[src/rtl/seq_divider.sv]
// seq_divider: multi-cycle radix-2 restoring divider for signed and unsigned DIV/DIVU.
module seq_divider #(
  parameter int WIDTH = 32
) (
  input  logic             CLK,
  input  logic             RST,
  input  logic             START,
  input  logic             SIGNED_OP,
  input  logic [WIDTH-1:0] DIVIDEND,
  input  logic [WIDTH-1:0] DIVISOR,
  output logic             BUSY,
  output logic             DONE,
  output logic [WIDTH-1:0] QUOTIENT,
  output logic [WIDTH-1:0] REMAINDER,
  output logic             DIV_ZERO
);
  localparam int CW = $clog2(WIDTH + 1);
  typedef enum logic [1:0] {IDLE, CALC, FIX} state_t;
  state_t state_q, state_d;
  logic [CW-1:0] cnt_q, cnt_d;
  logic [WIDTH-1:0] rem_q, rem_d, quo_q, quo_d, dvs_q, dvs_d;
  logic [WIDTH-1:0] q_out_q, q_out_d, r_out_q, r_out_d;
  logic qneg_q, qneg_d, rneg_q, rneg_d, zero_q, zero_d;
  logic busy_q, busy_d, done_q, done_d, dz_q, dz_d;
  logic [WIDTH:0] rem_sh, diff;
  always_comb begin
    rem_sh  = {rem_q, quo_q[WIDTH-1]};
    diff    = rem_sh - {1'b0, dvs_q};
    state_d = state_q;
    cnt_d   = cnt_q;
    rem_d   = rem_q;
    quo_d   = quo_q;
    dvs_d   = dvs_q;
    qneg_d  = qneg_q;
    rneg_d  = rneg_q;
    zero_d  = zero_q;
    q_out_d = q_out_q;
    r_out_d = r_out_q;
    busy_d  = busy_q;
    dz_d    = dz_q;
    done_d  = 1'b0;
    case (state_q)
      IDLE: if (START) begin
        quo_d   = (SIGNED_OP && DIVIDEND[WIDTH-1]) ? -DIVIDEND : DIVIDEND;
        dvs_d   = (SIGNED_OP && DIVISOR[WIDTH-1]) ? -DIVISOR : DIVISOR;
        rem_d   = '0;
        qneg_d  = SIGNED_OP & (DIVIDEND[WIDTH-1] ^ DIVISOR[WIDTH-1]);
        rneg_d  = SIGNED_OP & DIVIDEND[WIDTH-1];
        zero_d  = (DIVISOR == '0);
        cnt_d   = '0;
        busy_d  = 1'b1;
        state_d = CALC;
      end
      CALC: begin
        rem_d   = diff[WIDTH] ? rem_sh[WIDTH-1:0] : diff[WIDTH-1:0];
        quo_d   = {quo_q[WIDTH-2:0], ~diff[WIDTH]};
        cnt_d   = cnt_q + 1'b1;
        state_d = (cnt_q == CW'(WIDTH - 1)) ? FIX : CALC;
      end
      FIX: begin
        // Negating the dividend magnitude restores the raw dividend, which covers the divide-by-zero remainder.
        q_out_d = zero_q ? '1 : (qneg_q ? -quo_q : quo_q);
        r_out_d = rneg_q ? -rem_q : rem_q;
        dz_d    = zero_q;
        done_d  = 1'b1;
        busy_d  = 1'b0;
        state_d = IDLE;
      end
      default: state_d = IDLE;
    endcase
  end
  always_ff @(posedge CLK) begin
    if (RST) begin
      state_q <= IDLE;
      cnt_q   <= '0;
      rem_q   <= '0;
      quo_q   <= '0;
      dvs_q   <= '0;
      qneg_q  <= 1'b0;
      rneg_q  <= 1'b0;
      zero_q  <= 1'b0;
      q_out_q <= '0;
      r_out_q <= '0;
      busy_q  <= 1'b0;
      done_q  <= 1'b0;
      dz_q    <= 1'b0;
    end else begin
      state_q <= state_d;
      cnt_q   <= cnt_d;
      rem_q   <= rem_d;
      quo_q   <= quo_d;
      dvs_q   <= dvs_d;
      qneg_q  <= qneg_d;
      rneg_q  <= rneg_d;
      zero_q  <= zero_d;
      q_out_q <= q_out_d;
      r_out_q <= r_out_d;
      busy_q  <= busy_d;
      done_q  <= done_d;
      dz_q    <= dz_d;
    end
  end
  assign BUSY      = busy_q;
  assign DONE      = done_q;
  assign QUOTIENT  = q_out_q;
  assign REMAINDER = r_out_q;
  assign DIV_ZERO  = dz_q;
endmodule
[config.mk]
export PLATFORM = sky130hd
export DESIGN_NAME = seq_divider
export DESIGN_NICKNAME = d
export VERILOG_FILES = /design/src/rtl/seq_divider.sv
export SDC_FILE = /design/constraint.sdc
export NUM_CORES = 1
export LEC_CHECK = 0
export ABC_AREA = 1
export CORE_AREA = 2 2 173 175
export DETAILED_ROUTE_END_ITERATION = 10
export DIE_AREA = 0 0 175 177
export DONT_BUFFER_PORTS = 1
export SLEW_MARGIN = 10
export SYNTH_ARGS = -nofsm -noshare
export SYNTH_HDL_FRONTEND = slang
export SYNTH_SLANG_ARGS = --single-unit
[constraint.sdc]
create_clock -name CLK -period 2.2 [get_ports CLK]
set_input_delay 0.22 -clock CLK [delete_from_list [all_inputs] [get_ports CLK]]
set_output_delay 0.22 -clock CLK [all_outputs]
set_load 0.05 [all_outputs]
==> run_results.csv, run 1 <==
group,metric,value,unit
worst_setup_path,r2r_end,"rem_q[12]$_SDFFE_PP0P_",
sta,fmax,439,MHz
sta,finalSetupViolCount,27,
routing,vias,14100,
status,status,"finished with violations",
clock_network,clkSinkCount,174,
floorplanning,rows,63,
sta,timing.final.crit_period,2.28,ns
pwr,power.density,1670,nW/µm²
finish,nNetsFinal,2326,
global_route,grt_pass1_vias,13400,
clock_network,cts_root_buf,"clkbuf_16",
floorplanning,io_pins,135,
placed_design,gp_congestion,0.969,
floorplanning,start_util,44.2,%
clock_network,cts_buffers,17,
synth,ys_ff_latch,174,
worst_setup_path,crit_type,"register to register",
sta,timing.final.hold_violations,33,
worst_hold_path,holdCritStartpoint,"RST",
sta,fin_crit_sh,104,%
sta,worst_slack,-0.0778,ns
floorplanning,die_w,175,µm
pwr,total_power,26.6,mW
worst_hold_path,min_to,"rem_q[5]$_SDFFE_PP0P_",
synth,syn_inst,2089,
routing,antenna_left,0,
worst_setup_path,r2r_setup_slack,-0.08,ns
worst_setup_path,cp_top_family,"simple AND/OR/NAND/NOR gates",
worst_setup_path,crit_chain,"inv_2 > ha_4 > fa_2 > inv_2 > nand2_2 > nand2_2 > nand3_2 > nand2_2 > nand2_2 > nand2_4 > nand2_4 > nand2_4 > nand2_8 > buf_8 > nand3_1 > nand3_2 > a21oi_2",
synth,synth_top_cell_area_share,26.9,%
status,violations,"hold timing, setup timing",
synth,synth.most_common_cell,"nand2_1",
synth,synth_edf_count,0,
global_route,antenna_found_initial,0,
worst_setup_path,cp_common_cell,"nand2_2",
routing,drcViolationCount,0,
finish,fin_util,54.6,%
routing,drtPass1Iterations,5,
floorplanning,dieArea,31000,µm²
routing,routed_wl,46100,µm
synth,yosys_warnings,0,
synth,syn_nets,2195,
clock_network,clockBufferDepth,2,
worst_setup_path,arrival,2.65,ns
sta,whs,-0.118,ns
clock_network,cts_tree,"yes",
worst_setup_path,cp_slowest_cell,"fa_2",
clock_network,hold_buffers,60,
placed_design,dpl.hpwl,34700,µm
clock_network,htree_num_levels,4,
synth,synth.distinct_cells,60,
finish,diodes,0,
sta,max-slew-margin-rel,50.8,%
placed_design,io_buffers,0,
global_route,grt_max_degree,82,
synth,synth.largest_area_cell,"dfxtp_1",
worst_setup_path,slowest_delay,0.40,ns
worst_setup_path,crit-reg2reg-launch,"quo_q[31]$_SDFFE_PP0P_",
sta,rsz0062_at_grt,"true",
routing,drt-initial-drc-count,1261,
global_route,grt_pass1_wl,71500,µm
worst_setup_path,critPathLaunchType,"register",
pwr,leakage,7.63,nW
worst_setup_path,crit_required,2.57,ns
synth,async_reset_ff_share,0,%
floorplanning,core_area,29200,µm²
routing,viasPerCell,5.37,
synth,synth_common_cells,"526 x nand2_1, 332 x inv_1, 192 x nor2_1",
routing,wire_per_inst,17.6,µm
worst_hold_path,hold_path_class,"input pin to register",
clock_network,path_clk_slew,0.07,ns
clock_network,clkLatencyLatePin,0.44,ns
sta,worstMarginPinSlew,0.737,ns
run,max_cap_violations,0,
synth,syn_area_per_cell,6.19,µm²
floorplanning,die_h,177,µm
global_route,grt-ovfl-total,0,
synth,ys.flop_type,"dfxtp_1",
synth,netlist_top_cells_area,"dfxtp_1 27%, nand2_1 15%, inv_1 9.6%",
finish,area_growth,23.5,%
worst_setup_path,critPathBufInv,3,
sta,slew_violations,0,
pwr,max-vdd-ir-drop,0.00125,V
global_route,grt_usage,29.1,%
finish,num-fill-cells,2991,
worst_setup_path,path_max_fanout,8,
sta,skew,0.0157,ns
synth,synth_area,12900,µm²
worst_setup_path,end_kind,"register",
worst_setup_path,reg2regPathDepth,17,
synth,seq_area_frac_synth,26.9,%
worst_hold_path,hold_depth,1,
finish,drive_gt1_share,16.0,%
## final cells by class
type,instances,area [µm²],area share (%)
Clock buffer,20,447,2.80
Clock inverter,12,150,0.940
Inverter,342,1280,8.04
Multi-Input combinational cell,1504,8410,52.7
Sequential cell,174,3490,21.9
Tap cell,390,488,3.06
Timing Repair Buffer,181,1700,10.6
## cell usage in the layout, fill, tap and decap left out, types with 25 or more instances in the layout
master	count
a21oi_1	110
a21oi_2	28
buf_4	103
dfxtp_1	169
dlygate4sd3_1	60
inv_1	329
nand2_1	516
nand2_2	35
nand3_1	136
nand3_2	61
nand4_1	25
nor2_1	183
nor3_1	30
o21ai_0	115
xor2_1	33
## routing by layer
| layer | global-route usage [%] | vias up | part of all wire [%] |
|---|---|---|---|
| met2 | 50.8 | 476 | 48 |
| met5 | 0 | - | 0 |
| li1 | - | 7052 | - |
| met1 | 36.8 | 6470 | 43 |
| met3 | 3.72 | 95 | 5.4 |
| met4 | 10.3 | 0 | 3.7 |
## how the worst max path moves through the flow
stage                      startpoint                      to  depth (start not counted)
6_report       quo_q[31]$_SDFFE_PP0P_  rem_q[12]$_SDFFE_PP0P_                         17
5_1_grt        quo_q[31]$_SDFFE_PP0P_   rem_q[4]$_SDFFE_PP0P_                         17
4_1_cts        quo_q[31]$_SDFFE_PP0P_  rem_q[25]$_SDFFE_PP0P_                         17
3_5_place_dp   quo_q[31]$_SDFFE_PP0P_  rem_q[25]$_SDFFE_PP0P_                         17
3_3_place_gp   quo_q[31]$_SDFFE_PP0P_  rem_q[14]$_SDFFE_PP0P_                         17
2_1_floorplan  quo_q[31]$_SDFFE_PP0P_  rem_q[14]$_SDFFE_PP0P_                         18
## power breakdown
group	total (mW)	switching [mW]	internal, mW
sequential	4.07	0.525	3.55
combinational	19.3	11.9	7.43
clock	3.19	1.45	1.74
total	26.6	13.9	12.7
## cell families after synthesis
logic type	count (synthesis)	synth area share [%]
flip-flops	174	26.9
AND/OR/NAND/NOR	1053	36.4
adder cells (fa/ha/maj)	38	3.74
AO/OA/AOI/OAI	362	16.8
buffers and inverters	414	12.9
XOR/XNOR	48	3.25
## state kept, by name, summed over array words and instances (netlist names), 2 cells and up
signal	count
QUOTIENT	32
REMAINDER	32
dvs_q	32
quo_q	32
rem_q	32
cnt_q	6
state_q	2
## what timing repair did
| action | in CTS | in global routing |
|---|---|---|
| setup endpoints to repair | 31 | 46 |
| cloned | 1 | 6 |
| endpoints found under the hold margin | 90 | 33 |
| pin swaps | 1 | 18 |
| gates resized for setup | 7 | 107 |
| setup buffers | 0 | 6 |
## metrics by stage
stage / cell area, µm² / TNS, ns / worst slack (ns) / cells
2_1_floorplan: 12900 / 0 / 0.0139 / 2089
3_5_place_dp: 13900 / -0.442 / -0.0458 / 2518
6_report: 16000 / -1.33 / -0.0778 / 2623
4_1_cts: 15200 / -0.0728 / -0.0150 / 2611
5_1_grt: 16000 / -5.45 / -0.232 / 2623
3_3_place_gp: 13900 / 0 / 0.00176 / 2518
Power figures use the tool's default switching activity.
==> run 2: changes to the inputs <==
--- a/config.mk
+++ b/config.mk
@@ -10,6 +10,7 @@
 export DETAILED_ROUTE_END_ITERATION = 10
 export DIE_AREA = 0 0 175 177
 export DONT_BUFFER_PORTS = 1
+export REMOVE_ABC_BUFFERS = 1
 export SLEW_MARGIN = 10
 export SYNTH_ARGS = -nofsm -noshare
 export SYNTH_HDL_FRONTEND = slang
==> run_results.csv, run 2 (same netlist as run 1, synthesis figures left out) <==
group,metric,value,unit
status,status,"finished with violations",
status,violations,"hold timing, setup timing",
routing,drcViolationCount,0,
global_route,grt_max_degree,82,
floorplanning,core_area,29200,µm²
pwr,intPower,12.9,mW
finish,layout_commonest_cell,"nand2_1",
worst_setup_path,reg2regPathDepth,17,
worst_setup_path,crit_chain,"inv_2 > ha_4 > fa_2 > inv_2 > nand2_1 > nand2_1 > nand3_1 > nand2_2 > nand2_2 > nand2_4 > nand2_4 > nand2_8 > nand2_8 > clkbuf_16 > nand3_1 > nand3_2 > a21oi_2",
worst_hold_path,hold_path_class,"input pin to register",
clock_network,cts_root_buf,"clkbuf_16",
sta,worstMarginPinSlew,0.802,ns
pwr,power.density,1650,nW/µm²
sta,skew,0.00909,ns
pwr,leakage,7.55,nW
sta,finalSetupViolCount,7,
finish,design_area,16000,µm²
sta,slew_violations,0,
finish,area_growth,24.1,%
finish,layout_common_cells,"519 x nand2_1, 324 x inv_1, 181 x nor2_1",
clock_network,hold_buffers,72,
routing,wire_per_inst,16.6,µm
worst_setup_path,crit_type,"register to register",
worst_hold_path,min_to,"quo_q[0]$_SDFFE_PP0P_",
finish,diodes,0,
floorplanning,die_h,177,µm
worst_setup_path,path_max_fanout,5,
worst_setup_path,critPathBufInv,3,
pwr,sw_frac_of_total,51.2,%
worst_hold_path,holdCritStartpoint,"DIVIDEND[0]",
worst_setup_path,cp_top_family,"simple AND/OR/NAND/NOR gates",
worst_setup_path,slowest_delay,0.34,ns
sta,whs,-0.0537,ns
placed_design,io_buffers,0,
placed_design,dp_worst_setup_slack,-0.122,ns
global_route,grt_pass1_wl,67700,µm
floorplanning,rows,63,
sta,timing.final.crit_period,2.22,ns
clock_network,htree_num_levels,4,
clock_network,clkLatencyLatePin,0.45,ns
sta,fmax,451,MHz
sta,worst_slack,-0.0158,ns
pwr,total_power,26.4,mW
pwr,pwr-share-comb,71.4,%
worst_setup_path,crit-reg2reg-launch,"quo_q[31]$_SDFFE_PP0P_",
placed_design,placed_area,13900,µm²
clock_network,cts_buffers,17,
global_route,grt_usage,27.4,%
floorplanning,io_pins,135,
worst_hold_path,hold_depth,2,
routing,drtPass1Iterations,5,
sta,max-slew-margin-rel,46.4,%
placed_design,dpl.hpwl,31800,µm
run,max_cap_violations,0,
sta,fin_crit_sh,101,%
floorplanning,start_util,44.2,%
routing,antenna_left,0,
pwr,max-vdd-ir-drop,0.000976,V
worst_setup_path,critPathLaunchType,"register",
pwr,power.switching,13.5,mW
routing,routed_wl,43600,µm
worst_setup_path,cp_slowest_cell,"dfxtp_2",
floorplanning,die_w,175,µm
worst_setup_path,r2r_setup_slack,-0.02,ns
pwr,pwr-share-clk,13.0,%
clock_network,path_clk_slew,0.08,ns
routing,viasPerCell,5.33,
routing,vias,14000,
sta,timing.final.hold_violations,34,
pwr,seq_power_share,15.5,%
routing,drt-initial-drc-count,1183,
clock_network,clkSinkCount,174,
placed_design,gp_congestion,0.959,
finish,fin_util,54.9,%
global_route,grt-ovfl-total,0,
clock_network,clockBufferDepth,2,
global_route,grt_pass1_vias,12900,
finish,nNetsFinal,2331,
worst_setup_path,arrival,2.59,ns
worst_setup_path,crit_required,2.57,ns
worst_setup_path,r2r_end,"rem_q[13]$_SDFFE_PP0P_",
sta,rsz0062_at_grt,"true",
floorplanning,dieArea,31000,µm²
worst_setup_path,end_kind,"register",
clock_network,cts_tree,"yes",
global_route,antenna_found_initial,1,
finish,drive_gt1_share,15.5,%
==> run 2: cell types whose count changed in the layout (fill, tap and decap cells not counted), sizes merged <==
cell | before | now
buf | 117 | 110
inv | 345 | 342
nand2 | 562 | 563
bufinv | 2 | 4
clkinv | 5 | 7
clkbuf | 24 | 21
dlygate4sd3 | 60 | 72
clkinvlp | 2 | 3
==> run 2: power by group through the flow <==
| stage | Combinational (mW) | Clock, mW | Sequential (mW) |
|---|---|---|---|
| floorplan | 11.2 | 0 | 4.00 |
| global placement | 15.9 | 0 | 4.02 |
| detailed placement | 16.0 | 0 | 4.03 |
| CTS | 17.0 | 3.48 | 3.96 |
| global route | 20.8 | 3.58 | 4.12 |
| finish | 18.9 | 3.44 | 4.10 |
==> run 2: worst max-delay path by stage <==
stage	startpoint	to	slack [ns]	depth (start not counted)
after detailed placement	quo_q[31]$_SDFFE_PP0P_	rem_q[20]$_SDFFE_PP0P_	-0.12	17
after floorplan	state_q[0]$_SDFFE_PP0P_	quo_q[14]$_SDFFE_PP0P_	-2.84	6
after CTS	dvs_q[27]$_SDFFE_PP0P_	rem_q[20]$_SDFFE_PP0P_	0.005	16
after global placement	quo_q[31]$_SDFFE_PP0P_	rem_q[27]$_SDFFE_PP0P_	-0.07	17
after global routing	rem_q[6]$_SDFFE_PP0P_	rem_q[8]$_SDFFE_PP0P_	-0.12	16
final	quo_q[31]$_SDFFE_PP0P_	rem_q[13]$_SDFFE_PP0P_	-0.02	17
==> run 2: cell type report <==
| type | count | area (µm²) |
|---|---|---|
| clock inverters | 14 | 204 |
| multi-input cells | 1505 | 8370 |
| fillers | 2913 | 13200 |
| flip-flops and latches | 174 | 3510 |
| clock buffers | 18 | 439 |
| inverters | 342 | 1290 |
| repair buffers | 185 | 1750 |
| well taps | 390 | 488 |
==> run 2: what timing repair did <==
action	CTS	global route
endpoints found under the setup margin	33	47
gates cloned	3	5
endpoints found under the hold margin	101	35
buffers inserted	3	8
gates resized for setup	13	103
pin swaps	5	20
==> run 2: stage by stage <==
step	setup TNS, ns	cells
final	-0.0578	2628
after CTS	0	2615
after detailed placement	-2.57	2505
after floorplan	-244.33	2017
after global placement	-1.27	2505
after global routing	-2.20	2628
==> run 2: worst register-to-register path, cell delays in order (launching register included) <==
cell	delay, ns
dfxtp_2	0.34
inv_2	0.05
ha_4	0.16
fa_2	0.34
inv_2	0.07
nand2_1	0.05
nand2_1	0.08
nand3_1	0.08
nand2_2	0.09
nand2_2	0.06
nand2_4	0.07
nand2_4	0.08
nand2_8	0.11
nand2_8	0.08
clkbuf_16	0.18
nand3_1	0.09
nand3_2	0.09
a21oi_2	0.13
==> run 2: routing by layer <==
metal,vias to the layer above,track usage [%],routed length (µm)
li1,7060,-,-
met1,6393,39.3,20700
met2,472,41.8,18800
met3,68,4.92,3160
met4,2,7.88,986
met5,-,0,14
